===== config.mk =====
export PLATFORM = sky130hd
export DESIGN_NAME = shift_sequencer
export DESIGN_NICKNAME = d
export VERILOG_FILES = /design/src/rtl/shift_sequencer_pkg.sv /design/src/rtl/shift_sequencer_shifter.sv /design/src/rtl/shift_sequencer.sv
export SDC_FILE = /design/constraint.sdc
export NUM_CORES = 1
export LEC_CHECK = 0
export ABC_AREA = 1
export ABC_CLOCK_PERIOD_IN_PS = 5500
export BUFFER_PORTS_ARGS = -buffer_cell sky130_fd_sc_hd__buf_2
export CELL_PAD_IN_SITES_DETAIL_PLACEMENT = 0
export CELL_PAD_IN_SITES_GLOBAL_PLACEMENT = 1
export CORE_ASPECT_RATIO = 0.6
export CORE_UTILIZATION = 31
export DETAILED_ROUTE_END_ITERATION = 10
export PLACE_DENSITY_LB_ADDON = 0.08
export SETUP_SLACK_MARGIN = 0.1
export SYNTH_ARGS = -nofsm -noshare
export SYNTH_HDL_FRONTEND = slang
export SYNTH_SLANG_ARGS = --single-unit

===== constraint.sdc =====
create_clock -name clk -period 5.5 [get_ports clk]
set_input_delay 0.275 -clock clk [delete_from_list [all_inputs] [get_ports clk]]
set_output_delay 0.275 -clock clk [all_outputs]
set_load 0.005 [all_outputs]

===== src/rtl/shift_sequencer_pkg.sv =====
// Shared definitions for the shift sequencer: ctrl op encodings, FSM state
// encodings and the stage-index width.
package shift_sequencer_pkg;

  // Stage index k counts 4..0, so three bits are enough.
  localparam int unsigned K_W = 3;

  localparam logic [1:0] CTRL_SLL = 2'b00;
  localparam logic [1:0] CTRL_SRL = 2'b01;
  localparam logic [1:0] CTRL_SRA = 2'b10;  // 2'b11 also decodes as SRA

  typedef enum logic [1:0] {
    ST_IDLE = 2'b00,
    ST_RUN  = 2'b01,
    ST_DONE = 2'b10
  } state_e;

  // Any op with bit 1 set is an arithmetic right shift.
  function automatic logic is_sra(input logic [1:0] op);
    return op[1];
  endfunction

endpackage


===== src/rtl/shift_sequencer_shifter.sv =====
// Fixed-amount combinational shifter used as one stage of the sequencer.
// Ports:
//   en     - apply the shift; when low, din passes through unchanged
//   op     - ctrl encoding (SLL / SRL / SRA)
//   din    - operand
//   dout_c - combinational result
module shift_sequencer_shifter
  import shift_sequencer_pkg::*;
#(
  parameter int unsigned WIDTH        = 32,
  parameter int unsigned SHIFT_AMOUNT = 1
) (
  input  logic             en,
  input  logic [1:0]       op,
  input  logic [WIDTH-1:0] din,
  output logic [WIDTH-1:0] dout_c
);

  // Select the shifted operand per op, or pass through when disabled.
  always_comb begin
    dout_c = din;
    if (en) begin
      if (is_sra(op)) begin
        dout_c = WIDTH'($signed(din) >>> SHIFT_AMOUNT);
      end else if (op == CTRL_SRL) begin
        dout_c = din >> SHIFT_AMOUNT;
      end else begin
        dout_c = din << SHIFT_AMOUNT;
      end
    end
  end

endmodule


===== src/rtl/shift_sequencer.sv =====
// Multi-cycle barrel shifter: applies 2^k stages (k = 4..0) over five RUN
// cycles, then presents the result with a valid/ready handshake.
// Ports:
//   clk, rst          - clock, asynchronous active-high reset
//   start             - request an operation (accepted only in IDLE)
//   A, B, ctrl        - shift amount (A[4:0]), operand, op select
//   busy              - operation running or result held
//   dout_valid, dout  - completed result
//   dout_ready        - consumer accepts the result
module shift_sequencer
  import shift_sequencer_pkg::*;
#(
  parameter int unsigned WIDTH   = 32,
  parameter int unsigned SHAMT_W = 5
) (
  input  logic             clk,
  input  logic             rst,
  input  logic             start,
  input  logic [WIDTH-1:0] A,
  input  logic [WIDTH-1:0] B,
  input  logic [1:0]       ctrl,
  output logic             busy,
  output logic             dout_valid,
  input  logic             dout_ready,
  output logic [WIDTH-1:0] dout
);

  state_e               state_q, state_d;
  logic [WIDTH-1:0]     acc_q, acc_d;
  logic [SHAMT_W-1:0]   amt_q, amt_d;
  logic [1:0]           op_q, op_d;
  logic [K_W-1:0]       k_q, k_d;
  logic [WIDTH-1:0]     dout_q, dout_d;
  logic                 dout_valid_q, dout_valid_d;
  logic                 busy_q, busy_d;

  logic [WIDTH-1:0]     stage_out [SHAMT_W];
  logic [WIDTH-1:0]     run_res;

  // Only the low shift-amount bits of A are meaningful.
  logic unused_a;
  assign unused_a = ^A[WIDTH-1:SHAMT_W];

  // One fixed shifter per stage; only the stage matching k may shift.
  for (genvar gi = 0; gi < int'(SHAMT_W); gi++) begin : g_stage
    shift_sequencer_shifter #(
      .WIDTH        (WIDTH),
      .SHIFT_AMOUNT (1 << gi)
    ) u_shifter (
      .en     (amt_q[gi] && (k_q == K_W'(gi))),
      .op     (op_q),
      .din    (acc_q),
      .dout_c (stage_out[gi])
    );
  end

  // Stage output mux by k.
  always_comb begin
    run_res = acc_q;
    for (int i = 0; i < int'(SHAMT_W); i++) begin
      if (k_q == K_W'(i)) run_res = stage_out[i];
    end
  end

  // Next-state and datapath control.
  always_comb begin
    state_d      = state_q;
    acc_d        = acc_q;
    amt_d        = amt_q;
    op_d         = op_q;
    k_d          = k_q;
    dout_d       = dout_q;
    dout_valid_d = dout_valid_q;

    case (state_q)
      ST_IDLE: begin
        dout_valid_d = 1'b0;
        if (start) begin
          acc_d   = B;
          amt_d   = A[SHAMT_W-1:0];
          op_d    = ctrl;
          k_d     = K_W'(SHAMT_W - 1);
          state_d = ST_RUN;
        end
      end
      ST_RUN: begin
        acc_d = run_res;
        if (k_q == '0) begin
          state_d = ST_DONE;
        end else begin
          k_d = k_q - K_W'(1);
        end
      end
      ST_DONE: begin
        dout_d       = acc_q;
        dout_valid_d = 1'b1;
        // Release only once the consumer has seen a valid result.
        if (dout_valid_q && dout_ready) begin
          state_d      = ST_IDLE;
          dout_valid_d = 1'b0;
        end
      end
      default: begin
        state_d      = ST_IDLE;
        dout_valid_d = 1'b0;
      end
    endcase

    busy_d = (state_d != ST_IDLE);
  end

  // State and output registers.
  always_ff @(posedge clk or posedge rst) begin
    if (rst) begin
      state_q      <= ST_IDLE;
      acc_q        <= '0;
      amt_q        <= '0;
      op_q         <= '0;
      k_q          <= '0;
      dout_q       <= '0;
      dout_valid_q <= 1'b0;
      busy_q       <= 1'b0;
    end else begin
      state_q      <= state_d;
      acc_q        <= acc_d;
      amt_q        <= amt_d;
      op_q         <= op_d;
      k_q          <= k_d;
      dout_q       <= dout_d;
      dout_valid_q <= dout_valid_d;
      busy_q       <= busy_d;
    end
  end

  assign busy       = busy_q;
  assign dout_valid = dout_valid_q;
  assign dout       = dout_q;

endmodule


==> metrics, run 1 <==
status=finished clean; P_sw=0.00260 W; post-synthesis sequential area ratio=0.358; Initial Utilization=0.317; worst-path fanout max=34; peak supply drop=0.000276 V; GPL Wtd Cong=0.902; clk buf depth=2; ANT nets after route=0; CP startpoint kind=flip-flop; fmax=308 MHz; area of the core=0.0172 sq mm; Hold EP=amt_q[0]$_DFFE_PP0P_; Flop pwr share=0.240; final setup vio count=0; setup slack after layout=2.25 ns; clk slew on worst S/H paths=0.07 ns; Hold Path Class=input pin to flip-flop; max cap viols=0; flop-to-flop setup slack=2.25 ns; top cells by area, synth=dfrtp_1 (36%), nand2_1 (31%), nor2_1 (11%); area fraction in compound gates after synthesis=0.0822; multiplexer share of the synthesized area=0; syn avg cell area=5.91 sq um; WHS Path Cells=3; DPL Wire Length=14.9 mm; share of cells above drive strength 1=0.124; Yosys warnings=0; most common cell in the netlist=nand2_1; Starting DRT DRC Count=650; crit-path cells=ha_1 > inv_1 > nor2_2 > buf_4 > inv_2 > nor2_1 > nor2_4 > nand2_4 > inv_4 > nor2_1 > nor2_1; # IOs=104; final hold viol count=0; worst r2r path cells=11; most used cell, CP=nor2_1; required time of the critical path=5.78 ns; Slew Viols, Final=0; cell taking the most area after synthesis=dfrtp_1; initial antenna violation count=0; pre-CTS setup slack=2.25 ns; Yosys cell types=24; Worst EP arrival=3.53 ns; Die Area=0.0181 sq mm; H-tree depth=3; fin crit share=0.590; hold path start=A[0]; total grt overflow=0; Layout area overhead=15.3%; routed wire length=21.8 mm; main combinational cell family by area after synthesis=simple AND/OR/NAND/NOR gates; Int Pwr=0.00203 W; Worst-Margin Slew=1.16 ns; # clock sinks=78; Lkg Pwr=3.54 nW; n_diodes=0; FFs w/ async S/R, synth=1.00; Avg Vias per Cell=5.01; Post-synth top flop=dfrtp_1; Wirelength per Cell=18.0 um; overall routing resource usage=0.250; Comb power frac=0.627; TritonCTS clock tree=yes; Commonest cells post-synth=nand2_1 (445), nor2_1 (164), dfrtp_1 (78), nand3_1 (60), a21oi_1 (53); DR pass1 iterations=5; largest net degree at the start of global routing=79; die height=105 um; synthesized-area fraction occupied by and/or/nand/nor cells=0.487; Worst Setup End Kind=flip-flop; Die X=173 um; row cnt=37; Setup Fix Bufs, Post-CTS=0; post-CTS sizing=0; Fin Hold WS=0.107 ns; routed via count=6070; Final nets=1048; Pwr per Cell Area=738 mW/mm^2; DR DRC count=0; vias in the first global route=5690; Root Driver=clkbuf_16; worst r2r src=k_q[0]$_DFFE_PP0P_; Clock Skew=0.0108 ns; Port Buffers=76; Yosys top cell area share=0.358; Filler cells=1986; CP max-delay cell=nor2_4; Mapped Cells=922; Switching Share=0.561; first-pass GRT wire length=34.3 mm; fin crit period=3.25 ns; CTS Hold Buffers Added=0; Seq cells post-synth=78; adder-cell share of the synthesized area=0.0115; Mapped Area=0.00545 sq mm; Setup TNS Final=0 ns; RSZ-0062 raised after global routing=no; clock share of power=0.132; worst-skew pair later-pin latency=0.36 ns; Synth Area in XOR/XNOR=0; Reg2Reg Capture Point=acc_q[14]$_DFFE_PP0P_; slowest stage delay, CP=0.74 ns; TritonCTS Buffers=9; kind of critical path=flip-flop to flip-flop; number of synthesized flops with an enable pin=0; syn nets=997; normalized max-slew margin=0.226
-- cell families after synthesis --
group | after synthesis
simple gates | 677
fa+ha+maj | 5
compound gates | 88
buf+inv | 74
flops | 78
-- power groups by stage --
stage | Clock, W | Combinational, W | Sequential (W)
after detailed placement | 0 | 0.00287 | 0.00112
final | 0.000613 | 0.00291 | 0.00111
after global placement | 0 | 0.00288 | 0.00112
after CTS | 0.000629 | 0.00288 | 0.00111
after floorplan | 0 | 0.00205 | 0.00105
after global routing | 0.000648 | 0.00331 | 0.00116
-- cells in the final DEF (no fill, tap or decap), drive strengths merged --
cell type	synthesis	layout
dfrtp	78	78
ha	5	5
a21oi	53	53
nand3	61	61
clkinv	1	3
nor2	167	167
clkbuf	18	9
o21ai	31	31
o21a	1	1
a22oi	1	1
a31oi	2	2
nand2	449	449
buf	27	85
inv	28	33
-- critical path, delay by kind of cell, from the launching register on --
family	cells	cell delay, ns
buffers and inverters	4	1.26
AND/OR/NAND/NOR	6	1.26
flip-flops	1	0.40
adder cells (fa/ha/maj)	1	0.22
-- state kept, by name, indices dropped and copies added, names as in the netlist --
signal	flops
k_q	3
dout_valid	1
acc_q	32
busy	1
op_q	2
amt_q	5
dout	32
state_q	2
-- worst max-delay path by stage --
stage | depth (start not counted) | start | slack, ns | to
after floorplan | 1 | rst | 3.23 | acc_q[0]$_DFFE_PP0P_
after global placement | 11 | k_q[0]$_DFFE_PP0P_ | 2.28 | acc_q[31]$_DFFE_PP0P_
after detailed placement | 11 | k_q[0]$_DFFE_PP0P_ | 2.25 | acc_q[8]$_DFFE_PP0P_
after CTS | 11 | k_q[0]$_DFFE_PP0P_ | 2.24 | acc_q[1]$_DFFE_PP0P_
after global routing | 11 | k_q[0]$_DFFE_PP0P_ | 1.96 | acc_q[14]$_DFFE_PP0P_
final | 11 | k_q[0]$_DFFE_PP0P_ | 2.25 | acc_q[14]$_DFFE_PP0P_
-- layout make-up --
cell class	instances	area (sq um)	share of cell area
clock buffer	9	225	0.0359
clock inverter	7	62.6	0.00997
inverter	29	113	0.0179
multi-input combinational	770	3180	0.507
sequential	78	1950	0.311
tap	234	293	0.0466
timing repair buffer	85	448	0.0714
-- per-stage QoR --
step / instances / instance area (sq um) / power, W / utilization
final: 1212 / 6280 / 0.00463 / 0.365
after detailed placement: 1196 / 5990 / 0.00399 / 0.349
after CTS: 1212 / 6280 / 0.00462 / 0.365
after floorplan: 922 / 5450 / 0.00310 / -
after global placement: 1196 / 5990 / 0.00400 / 0.349
after global routing: 1212 / 6280 / 0.00511 / 0.365
-- metal layers --
layer / wire length (um) / share of wire / up-vias / track usage
met4: 263 / 0.012 / 0 / 0.0601
li1: - / - / 2982 / -
met3: 1460 / 0.067 / 21 / 0.0386
met1: 11500 / 0.53 / 2870 / 0.392
met2: 8560 / 0.39 / 197 / 0.347
met5: 0 / 0 / - / 0
Power figures use the tool's default switching activity.
==> run 2: changes to the inputs <==
- ABC_CLOCK_PERIOD_IN_PS: 5500 -> 2800
- clock period: 5.5 -> 2.8 ns (I/O delays scaled with it)
==> metrics, run 2 (synthesis results as in run 1) <==
fmax=461 MHz; CP startpoint kind=flip-flop; clk slew on worst S/H paths=0.07 ns; Setup Fix Bufs, Post-CTS=0; Initial Utilization=0.317; CTS Hold Buffers Added=7; Filler cells=1941; Final nets=1072; Worst EP arrival=2.46 ns; final hold viol count=0; Root Driver=clkbuf_16; TritonCTS clock tree=yes; largest net degree at the start of global routing=45; final setup vio count=0; TritonCTS Buffers=9; max cap viols=0; worst-skew pair later-pin latency=0.35 ns; # clock sinks=78; fin crit share=0.775; setup slack after layout=0.629 ns; Wirelength per Cell=17.9 um; DR DRC count=0; Final Total Pwr=0.00939 W; initial antenna violation count=0; DPL Wire Length=15.3 mm; total grt overflow=0; Clock Skew=0.00460 ns; pre-CTS setup slack=0.610 ns; ANT nets after route=0; area of the core=0.0172 sq mm; Worst Setup End Kind=flip-flop; Setup TNS Final=0 ns; row cnt=37; share of cells above drive strength 1=0.138; post-CTS sizing=0; Slew Viols, Final=0; RSZ-0062 raised after global routing=no; most frequent cells in the layout=nand2_1 (445), nor2_1 (160), dfrtp_1 (78); Worst-Margin Slew=0.680 ns; first-pass GRT wire length=34.8 mm; routed wire length=22.1 mm; normalized max-slew margin=0.547; Avg Vias per Cell=4.97; clk buf depth=2; Pwr per Cell Area=1440 mW/mm^2; # IOs=104; Lkg Pwr=3.66 nW; peak supply drop=0.000581 V; kind of critical path=flip-flop to flip-flop; H-tree depth=3; status=finished clean; Die Area=0.0181 sq mm; Starting DRT DRC Count=559; commonest non-fill, non-tap cell in the layout=nand2_1; overall routing resource usage=0.254; required time of the critical path=3.09 ns; DR pass1 iterations=5; die height=105 um; n_diodes=0; fin crit period=2.17 ns; Port Buffers=76; GPL Wtd Cong=0.899; vias in the first global route=5662; worst-path fanout max=34; Layout area overhead=19.8%; Die X=173 um; Hold Path Class=input pin to flip-flop; routed via count=6144
-- run 2: metrics by stage --
stage                      util  instance area (sq um)  cells  hold slack, ns
final                     0.380                   6530   1236         0.00743
after floorplan               -                   5450    922           0.250
after global routing      0.380                   6530   1236          0.0235
after detailed placement  0.359                   6160   1213           0.258
after CTS                 0.380                   6530   1236         0.00126
after global placement    0.359                   6160   1213           0.251
-- run 2: final timing paths --
check / startpoint / endpoint / slack [ns] / cells after the start
max: k_q[0]$_DFFE_PP0P_ / acc_q[31]$_DFFE_PP0P_ / 0.63 / 10
min: ctrl[1] / op_q[1]$_DFFE_PP0P_ / 0.007 / 3
max reg2reg: k_q[0]$_DFFE_PP0P_ / acc_q[31]$_DFFE_PP0P_ / 0.63 / 10
min reg2reg: dout[21]$_DFFE_PP0P_ / dout[21]$_DFFE_PP0P_ / 0.47 / 2
max in group asynchronous: rst / acc_q[27]$_DFFE_PP0P_ / 1.73 / 4
min in group asynchronous: rst / dout[13]$_DFFE_PP0P_ / 0.40 / 3
-- run 2: cell type report --
class | instances | area [sq um] | area share
Multi-Input combinational cell | 770 | 3180 | 0.487
Sequential cell | 78 | 1950 | 0.299
Timing Repair Buffer | 109 | 696 | 0.107
Tap cell | 234 | 293 | 0.0449
Clock buffer | 10 | 239 | 0.0366
Inverter | 29 | 113 | 0.0173
Clock inverter | 6 | 53.8 | 0.00825
-- run 2: where the power goes --
group          internal (W)  switching, W
combinational       0.00191       0.00410
sequential          0.00169      0.000488
clock              0.000641      0.000562
-- run 2: worst max-delay path: stages (launching register included) --
cell and delay (ns):
dfrtp_1 0.40, ha_1 0.24, inv_1 0.07, nor2_2 0.05, inv_2 0.28, nor2_1 0.13
nor2_4 0.27, nand2_4 0.11, inv_4 0.34, nand3_1 0.14, nand2_1 0.08
-- run 2: routing by layer --
metal | GRT usage | wire length [um] | up-vias
met1 | 0.400 | 11400 | 2845
met2 | 0.350 | 8740 | 230
met3 | 0.0426 | 1530 | 34
li1 | - | - | 3035
met4 | 0.0645 | 397 | 0
met5 | 0 | 0 | -
